==> config.mk <==
export PLATFORM = sky130hd
export DESIGN_NAME = ddr3_port_arbiter
export DESIGN_NICKNAME = d
export VERILOG_FILES = /design/src/rtl/ddr3_port_arbiter.sv
export SDC_FILE = /design/constraint.sdc
export NUM_CORES = 1
export LEC_CHECK = 0
export ABC_AREA = 0
export BUFFER_PORTS_ARGS = -buffer_cell sky130_fd_sc_hd__buf_2
export CAP_MARGIN = 25
export CORE_ASPECT_RATIO = 0.5
export CORE_MARGIN = 2
export CORE_UTILIZATION = 30
export CTS_CLUSTER_SIZE = 20
export DETAILED_ROUTE_END_ITERATION = 8
export PLACE_DENSITY = 0.61
export SLEW_MARGIN = 5
export SYNTH_ARGS = -nofsm -noshare
export SYNTH_HDL_FRONTEND = slang
export SYNTH_SLANG_ARGS = --single-unit
export TNS_END_PERCENT = 1
==> constraint.sdc <==
create_clock -name core_clk -period 1.4 [get_ports core_clk]
set_input_delay 0.14 -clock core_clk [delete_from_list [all_inputs] [get_ports core_clk]]
set_output_delay 0.14 -clock core_clk [all_outputs]
set_load 0.05 [all_outputs]
==> src/rtl/ddr3_port_arbiter.sv <==
// Two-port (video-in write / video-out read) arbiter in front of a DDR3 controller, one command outstanding.
// Optional starvation guard enabled by defining ARB_STARVE_GUARD_EN.
module ddr3_port_arbiter #(
  parameter int unsigned AW         = 28,
  parameter int unsigned LW         = 8,
  parameter int unsigned STARVE_MAX = 255
) (
  input  logic          core_clk,
  input  logic          rst,
  input  logic          wr_req,
  input  logic [AW-1:0] wr_addr,
  input  logic [LW-1:0] wr_len,
  input  logic          rd_req,
  input  logic [AW-1:0] rd_addr,
  input  logic [LW-1:0] rd_len,
  input  logic          rd_urgent,
  output logic          wr_gnt,
  output logic          rd_gnt,
  output logic          wr_done,
  output logic          rd_done,
  output logic          cmd_valid,
  input  logic          cmd_ready,
  output logic          cmd_we,
  output logic [AW-1:0] cmd_addr,
  output logic [LW-1:0] cmd_len,
  input  logic          cmd_done,
  output logic          busy
);

  localparam logic [1:0] ST_IDLE  = 2'd0;
  localparam logic [1:0] ST_ISSUE = 2'd1;
  localparam logic [1:0] ST_WAIT  = 2'd2;

  logic [1:0]    state_q, state_d;
  logic          we_q, we_d;
  logic [AW-1:0] addr_q, addr_d;
  logic [LW-1:0] len_q, len_d;
  logic          last_wr_q, last_wr_d;
  logic          wr_done_q, wr_done_d;
  logic          rd_done_q, rd_done_d;
  logic          wr_exp, rd_exp;
  logic          pick_wr;

`ifdef ARB_STARVE_GUARD_EN
  localparam int unsigned CW = (STARVE_MAX < 2) ? 1 : $clog2(STARVE_MAX + 1);
  localparam logic [CW-1:0] CNT_MAX = CW'(STARVE_MAX);

  logic [CW-1:0] wr_cnt_q, wr_cnt_d;
  logic [CW-1:0] rd_cnt_q, rd_cnt_d;
  logic          wr_owned, rd_owned;

  // A port only ages while it waits behind the other port's command or in IDLE.
  always_comb begin
    wr_owned = (state_q != ST_IDLE) && we_q;
    rd_owned = (state_q != ST_IDLE) && !we_q;
    wr_cnt_d = wr_cnt_q;
    rd_cnt_d = rd_cnt_q;
    if (wr_gnt) begin
      wr_cnt_d = '0;
    end else if (wr_req && !wr_owned && (wr_cnt_q != CNT_MAX)) begin
      wr_cnt_d = wr_cnt_q + 1'b1;
    end
    if (rd_gnt) begin
      rd_cnt_d = '0;
    end else if (rd_req && !rd_owned && (rd_cnt_q != CNT_MAX)) begin
      rd_cnt_d = rd_cnt_q + 1'b1;
    end
    wr_exp = wr_req && (wr_cnt_q == CNT_MAX);
    rd_exp = rd_req && (rd_cnt_q == CNT_MAX);
  end

  always_ff @(posedge core_clk) begin
    if (rst) begin
      wr_cnt_q <= '0;
      rd_cnt_q <= '0;
    end else begin
      wr_cnt_q <= wr_cnt_d;
      rd_cnt_q <= rd_cnt_d;
    end
  end
`else
  assign wr_exp = 1'b0;
  assign rd_exp = 1'b0;
`endif

  always_comb begin
    if (wr_exp != rd_exp) begin
      pick_wr = wr_exp;
    end else if (wr_exp) begin
      pick_wr = !last_wr_q;
    end else if (rd_req && rd_urgent) begin
      pick_wr = 1'b0;
    end else if (wr_req != rd_req) begin
      pick_wr = wr_req;
    end else begin
      pick_wr = !last_wr_q;
    end
  end

  always_comb begin
    state_d   = state_q;
    we_d      = we_q;
    addr_d    = addr_q;
    len_d     = len_q;
    last_wr_d = last_wr_q;
    wr_done_d = 1'b0;
    rd_done_d = 1'b0;
    case (state_q)
      ST_IDLE: begin
        if (wr_req || rd_req) begin
          we_d    = pick_wr;
          addr_d  = pick_wr ? wr_addr : rd_addr;
          len_d   = pick_wr ? wr_len : rd_len;
          state_d = ST_ISSUE;
        end
      end
      ST_ISSUE: begin
        if (cmd_ready) state_d = ST_WAIT;
      end
      ST_WAIT: begin
        if (cmd_done) begin
          wr_done_d = we_q;
          rd_done_d = !we_q;
          last_wr_d = we_q;
          state_d   = ST_IDLE;
        end
      end
      default: state_d = ST_IDLE;
    endcase
  end

  always_ff @(posedge core_clk) begin
    if (rst) begin
      state_q   <= ST_IDLE;
      we_q      <= 1'b0;
      addr_q    <= '0;
      len_q     <= '0;
      last_wr_q <= 1'b0;
      wr_done_q <= 1'b0;
      rd_done_q <= 1'b0;
    end else begin
      state_q   <= state_d;
      we_q      <= we_d;
      addr_q    <= addr_d;
      len_q     <= len_d;
      last_wr_q <= last_wr_d;
      wr_done_q <= wr_done_d;
      rd_done_q <= rd_done_d;
    end
  end

  // Outputs are forced low during reset so they are 0 even before the first reset edge.
  assign cmd_valid = !rst && (state_q == ST_ISSUE);
  assign wr_gnt    = cmd_valid && cmd_ready && we_q;
  assign rd_gnt    = cmd_valid && cmd_ready && !we_q;
  assign cmd_we    = !rst && we_q;
  assign cmd_addr  = rst ? '0 : addr_q;
  assign cmd_len   = rst ? '0 : len_q;
  assign wr_done   = !rst && wr_done_q;
  assign rd_done   = !rst && rd_done_q;
  assign busy      = !rst && (state_q != ST_IDLE);

endmodule

==> results of run 1 <==
==> power breakdown <==
| part | internal, W | switching [W] | total [W] |
|---|---|---|---|
| Clock | 0.000999 | 0.000470 | 0.00147 |
| Sequential | 0.00135 | 0.0000715 | 0.00143 |
| Combinational | 0.000578 | 0.000889 | 0.00147 |
| Total | 0.00293 | 0.00143 | 0.00436 |
==> layer usage <==
layer / wire length, um / part of all wire / vias to the layer above
met5: 0 / 0 / -
met3: 283 / 0.036 / 10
li1: - / - / 1348
met4: 116 / 0.015 / 0
met1: 3807 / 0.48 / 1285
met2: 3763 / 0.47 / 50
==> critical path, delay by kind of cell, from the launching register on <==
family	cells	cell delay [ps]
buffers and inverters	1	180
DFF	1	340
and+or+nand+nor	2	590
==> state kept, by name, summed over array words and instances (netlist names) <==
register / cells
addr_q: 28
len_q: 8
state_q: 2
last_wr_q: 1
rd_done_q: 1
we_q: 1
wr_done_q: 1
==> how the worst max path moves through the flow <==
stage / to / slack (ps) / depth (start not counted)
2_1_floorplan: rd_gnt / 5 / 2
3_3_place_gp: addr_q[21] / -90 / 7
3_5_place_dp: addr_q[14] / -110 / 7
4_1_cts: rd_gnt / -120 / 3
5_1_grt: rd_gnt / -180 / 3
6_report: rd_gnt / -130 / 3
==> per-stage QoR <==
| stage | power, W | std cells | hold WS, ps | utilization | setup TNS [ps] |
|---|---|---|---|---|---|
| floorplan | 0.002417 | 295 | 243.6 | - | 0 |
| global placement | 0.002814 | 512 | 365.8 | 0.4157 | -1874 |
| detailed placement | 0.002820 | 512 | 370.2 | 0.4157 | -2645 |
| CTS | 0.004341 | 521 | 74.19 | 0.4504 | -1411 |
| global route | 0.004589 | 521 | 83.64 | 0.4695 | -3704 |
| finish | 0.004361 | 521 | 80.35 | 0.4695 | -1569 |
==> final cells by class <==
class / count / area, um2
tap: 112 / 140.1
sequential: 42 / 847.1
timing repair buffer: 145 / 927.1
clock buffer: 7 / 163.9
inverter: 4 / 15.01
fill: 841 / 4244
clock inverter: 1 / 30.03
multi-input combinational: 210 / 1633
==> what timing repair did <==
action	in CTS	in global routing
setup buffers	1	0
resized for setup	14	25
pin swaps	5	8
setup endpoints to repair	3	41
hold buffers	0	0
==> kinds of logic after synthesis <==
logic type,synth area share
muxes,0.004057
buffers and inverters,0.08519
DFF,0.3408
and+or+nand+nor,0.2084
AOI/OAI and AO/OA,0.3565
adders and majority gates,0.005070
==> placed cells by master (no fill, tap or decap) <==
master	Yosys	final
nand2_1	3	3
nor2b_1	40	38
nor2b_2	0	2
nor3b_4	0	1
buf_6	3	5
nor3_1	1	1
o31ai_1	36	36
buf_4	1	14
ha_1	1	1
bufinv_16	0	1
a21oi_1	2	2
or3b_4	0	1
inv_1	4	4
nor2_2	0	1
nand4_1	1	1
nor3_4	1	1
clkbuf_16	0	6
or3_4	1	1
o22ai_1	1	1
buf_12	0	9
and2_1	1	1
mux2i_1	1	1
a41oi_1	35	9
nand3b_1	2	2
buf_2	18	117
a211oi_1	36	36
dfxtp_4	0	1
clkbuf_8	0	1
nor2_1	42	41
dfxtp_1	42	39
a41oi_2	1	27
dfxtp_2	0	2
nand2b_1	3	3
==> out/metrics.yaml, run 1 <==
status:
  outcome: "complete, but fails checks"
  failed_checks: "setup timing"
die:
  floorplan.core_area_um2: 8000
  die_ht_um: 68.13
  rows: 23
  die_footprint_um2: 9010
  die_width_um: 132.3
  floorplan.initialDensity: 0.3084
  top_level_ports: 122
detailed_routing:
  drt_wl_total_um: 7970
  detail-route-antenna-nets: 0
  vias: 2693
  detailedRoute.firstPassIterationCount: 4
  routedWlPerCell_um: 15.30
  route.detailed.drc: 0
  post_drt_via_cell_ratio: 5.169
  drt-initial-drc-count: 160
global_routing:
  global_route.overflow_total: 0
  wire_length_of_the_first_global_routing_pass_um: 12280
  global_route.usage.met2: 0.2786
  grt_max_degree: 56
  busiest_layer: "met2"
  grt_pass1_vias: 2460
  grt.met3_usage: 0.03630
  grtUsageTotal: 0.1683
  global_route.usage.met1: 0.2248
  grt_antenna_before_repair: 0
yosys:
  ys_top_cells_by_count: "42 x dfxtp_1, 42 x nor2_1, 40 x nor2b_1"
  synth_edf_count: 0
  ys_top_cells_by_area: "dfxtp_1 34%, a41oi_1 12%, a211oi_1 11%"
  async_set_reset_flop_share_out_of_synthesis: 0
  syn-instance-count: 295
  synth_largest_area_cell: "dfxtp_1"
  syn_nets: 375
  synthDominantCellAreaShare: 0.3408
  synth_cell_types: 26
  seq_area_frac_synth: 0.3408
  register_bit_total_from_synthesis: 42
  syn_avg_cell_area_um2: 8.364
  dominantRegCellSynth: "dfxtp_1"
  yosys_warnings: 0
  syn-cell-area_um2: 2467
setup_path:
  critical_path.cell_chain: "or3b_4, nor3b_4, buf_6"
  cp-end-kind: "output port"
  critical_path_peak_fanout: 3
  setup.worst_path.start_class: "flip-flop"
  setup.worst_path.start: "state_q[0]"
  r2r-end: "addr_q[14]"
  worstReg2RegStart: "state_q[0]"
  cp_data_required_time_ps: 1260
  cpMaxStageDelayCell: "or3b_4"
  criticalPathCategory: "reg2out"
  data_arrival_time_of_the_critical_path_ps: 1390
  worst_path_largest_cell_delay_ps: 400
  r2r_setup_slack_ps: -80
  reg2regPathDepth: 5
cells_and_area:
  final_nets: 488
  post-route-cell-area_um2: 3756
  antenna_cells: 0
  drive_gt1_frac: 0.4645
  layout-area-overhead-vs-synth_pct: 52.23
timing:
  rsz0062_at_grt: "true"
  maxSlewHeadroom: 0.6328
  setup_viol_count_final: 31
  finalClockSkew_ps: 4.567
  final-max-slew-violation-count: 0
  final_hold_viol_count: 0
  tightestPinTransition_ps: 550.8
  fin_crit_sh: 1.090
  minimum_period_implied_by_the_final_worst_setup_slack_ps: 1526
  max_freq_mhz: 655.3
  final_critical_path_setup_slack_ps: -125.9
placed_design:
  port_buffers: 121
  place_worst_setup_slack_ps: -111.7
  hpwl_reported_at_the_end_of_detailed_placement_um: 5313
  finalWeightedCongestion: 0.7704
  placement_cell_area_um2: 3326
clocking:
  cts-buffers-inserted: 5
  max-clock-path-buffers: 2
  insertion_delay_ps: 280
  clkSlewWorstSetupHoldPaths_ps: 60
  htreeDepth: 2
  clock_sink_count: 42
  cts_tree: "yes"
  cts.root.buffer_cell: "clkbuf_16"
power:
  vdd_drop_max_mv: 0.7373
  power.static_leakage_nw: 1.606
  power_per_cell_area_nw_per_um2: 1161
worst_hold_path:
  min_path_type: "in2reg"
  hold-path-endpoint: "state_q[0]"
  min_delay_path_depth: 2
  holdCritStartpoint: "cmd_ready"
run:
  maxCapViolations: 0
(Power assumes the default switching activity.)
==> inputs of run 2 (changes only) <==
CORE_UTILIZATION = 42   (was 30)
PLACE_DENSITY = 0.8   (was 0.61)
SKIP_LAST_GASP = 1   (was unset)
==> out/metrics.yaml, run 2 (synthesized netlist as in run 1, its figures left out) <==
status:
  outcome: "complete, but fails checks"
  failed_checks: "setup timing"
clocking:
  cts_tree: "yes"
  clock_sink_count: 42  # unchanged
  insertion_delay_ps: 280  # about the same
  max-clock-path-buffers: 2  # unchanged
  cts_hold_buffers: 0  # unchanged
  cts.root.buffer_cell: "clkbuf_16"
  clkSlewWorstSetupHoldPaths_ps: 60  # about the same
  cts-buffers-inserted: 5  # unchanged
  htreeDepth: 2  # unchanged
timing:
  final_critical_path_setup_slack_ps: -138.1  # -12.18 ps
  tightestPinTransition_ps: 439.9  # -110.9 ps
  finalClockSkew_ps: 4.238  # -0.3291 ps
  maxSlewHeadroom: 0.7067  # +0.07392
  fin_crit_sh: 1.099  # +0.008701
  setup_viol_count_final: 13  # -58%
  rsz0062_at_grt: "true"
  final-max-slew-violation-count: 0  # unchanged
  final_hold_viol_count: 0  # unchanged
  max_freq_mhz: 650.2  # -0.79%
  minimum_period_implied_by_the_final_worst_setup_slack_ps: 1538  # +12.18 ps
  totalNegativeSetupSlack_ps: -406.1  # +1163 ps
die:
  die_ht_um: 58.20  # -15%
  rows: 19  # -17%
  die_width_um: 112.4  # -15%
  floorplan.core_area_um2: 5563  # -30%
  top_level_ports: 122  # unchanged
  floorplan.initialDensity: 0.4435  # +0.1351
  die_footprint_um2: 6541  # -27%
setup_path:
  cp_data_required_time_ps: 1260  # about the same
  worst_path_largest_cell_delay_ps: 400  # about the same
  criticalPathCategory: "reg2out"
  critical_path.cell_chain: "or3b_4, nor3b_4, buf_6"
  data_arrival_time_of_the_critical_path_ps: 1400  # about the same
  setup.worst_path.start_class: "flip-flop"
  critical_path_peak_fanout: 3  # unchanged
  cp-end-kind: "output port"
  cpMaxStageDelayCell: "or3b_4"
cells_and_area:
  layout-area-overhead-vs-synth_pct: 37.02
  final_nets: 486  # -0.41%
  most-common-layout-cells: "120 x buf_2, 42 x nor2_1, 40 x dfxtp_1"
  final_common_cell: "buf_2"
  drive_gt1_frac: 0.3931  # -0.07143
  largestRegisters: "addr_q x28, len_q x8, state_q x2"
  antenna_cells: 0  # unchanged
  register_with_the_most_flip_flops: "addr_q"
  largest_register_ffs: 28  # unchanged
global_routing:
  grt_max_degree: 43  # -23%
  global_route.overflow_total: 0  # unchanged
  grtUsageTotal: 0.2207  # +0.05231
  grt_pass1_vias: 2680  # +8.9%
  wire_length_of_the_first_global_routing_pass_um: 11790  # -4.0%
  grt_antenna_before_repair: 0  # unchanged
power:
  clockPowerShare: 0.313  # -0.024
  comb_power_share: 0.330  # -0.006
  net-switching-power_w: 0.001359  # -5.0%
  seq_power_share: 0.357  # +0.030
  vdd_drop_max_mv: 0.6005  # -19%
  power.internal_w: 0.002654  # -9.4%
  power.static_leakage_nw: 1.548  # -3.6%
  netSwitchingFraction: 0.3386  # +0.01066
  p_total_w: 0.004014  # -8.0%
  power_per_cell_area_nw_per_um2: 1187  # +2.3%
run:
  maxCapViolations: 0  # unchanged
detailed_routing:
  detail-route-antenna-nets: 0  # unchanged
  drt-initial-drc-count: 143  # -11%
  detailedRoute.firstPassIterationCount: 4  # unchanged
  routedWlPerCell_um: 15.50  # +1.3%
  route.detailed.drc: 0  # unchanged
  post_drt_via_cell_ratio: 5.777  # +12%
  drt_wl_total_um: 7440  # -6.6%
  vias: 2773  # +3.0%
placed_design:
  hpwl_reported_at_the_end_of_detailed_placement_um: 5311  # about the same
  finalWeightedCongestion: 0.7958  # +3.3%
  port_buffers: 121  # unchanged
worst_hold_path:
  min_path_type: "in2reg"
## run 2: changes by cell type in the layout (fill, tap and decap cells not counted)
cell | before | now
a41oi_1 | 9 | 35
buf_4 | 14 | 18
buf_2 | 117 | 120
buf_6 | 5 | 1
clkbuf_16 | 6 | 5
clkbuf_8 | 1 | 3
nor2_1 | 41 | 42
bufinv_16 | 1 | 0
buf_12 | 9 | 4
dfxtp_1 | 39 | 40
a41oi_2 | 27 | 1
dfxtp_2 | 2 | 1
nor2_2 | 1 | 0
## run 2: metal layers
metal  share of wire  global-route usage
met2            0.51              0.4019
met4           0.011             0.07666
met1            0.42              0.2692
met5               0                   0
met3           0.057             0.03870
## run 2: timing repair
action,4_1_cts,5_1_grt
endpoints found under the hold margin,0,0
buffers inserted,0,0
gates resized for setup,3,0
endpoints found under the setup margin,17,39
## run 2: layout make-up
cell class / instances / area, um2
Inverter: 4 / 15.01
Tap cell: 73 / 91.34
Multi-Input combinational cell: 210 / 1435
Clock buffer: 8 / 166.4
Timing Repair Buffer: 143 / 827.0
Sequential cell: 42 / 845.8
Fill cell: 489 / 2182
## run 2: metrics by stage
stage	hold slack [ps]	instances	cell area [um2]	utilization	worst slack [ps]
2_1_floorplan	243.6	295	2485	-	4.862
3_3_place_gp	365.1	472	3207	0.5765	-54.49
3_5_place_dp	373.3	472	3207	0.5765	-114.7
4_1_cts	77.86	480	3381	0.6077	-138.2
5_1_grt	90.01	480	3381	0.6077	-189.0
6_report	83.79	480	3381	0.6077	-138.1
## run 2: power groups by stage
stage / Clock, W / Sequential [W] / Combinational (W)
after floorplan: 0 / 0.00144 / 0.000980
after global placement: 0 / 0.00145 / 0.00129
after detailed placement: 0 / 0.00146 / 0.00132
after CTS: 0.00127 / 0.00143 / 0.00133
after global routing: 0.00132 / 0.00145 / 0.00143
final: 0.00126 / 0.00143 / 0.00132
## run 2: final timing paths
check | start | to | slack [ps] | cells past startpoint
worst min-delay path | cmd_ready | state_q[0] | 80 | 2
worst max-delay path | state_q[0] | rd_gnt | -140 | 3
worst min register to register | len_q[1] | len_q[1] | 500 | 2
worst max register to register | state_q[1] | len_q[3] | -30 | 3
## run 2: critical path: cells and delay by family (launching register included)
family                 cells  cell delay [ps]
DFF                        1              350
and+or+nand+nor            2              590
buffers and inverters      1              180
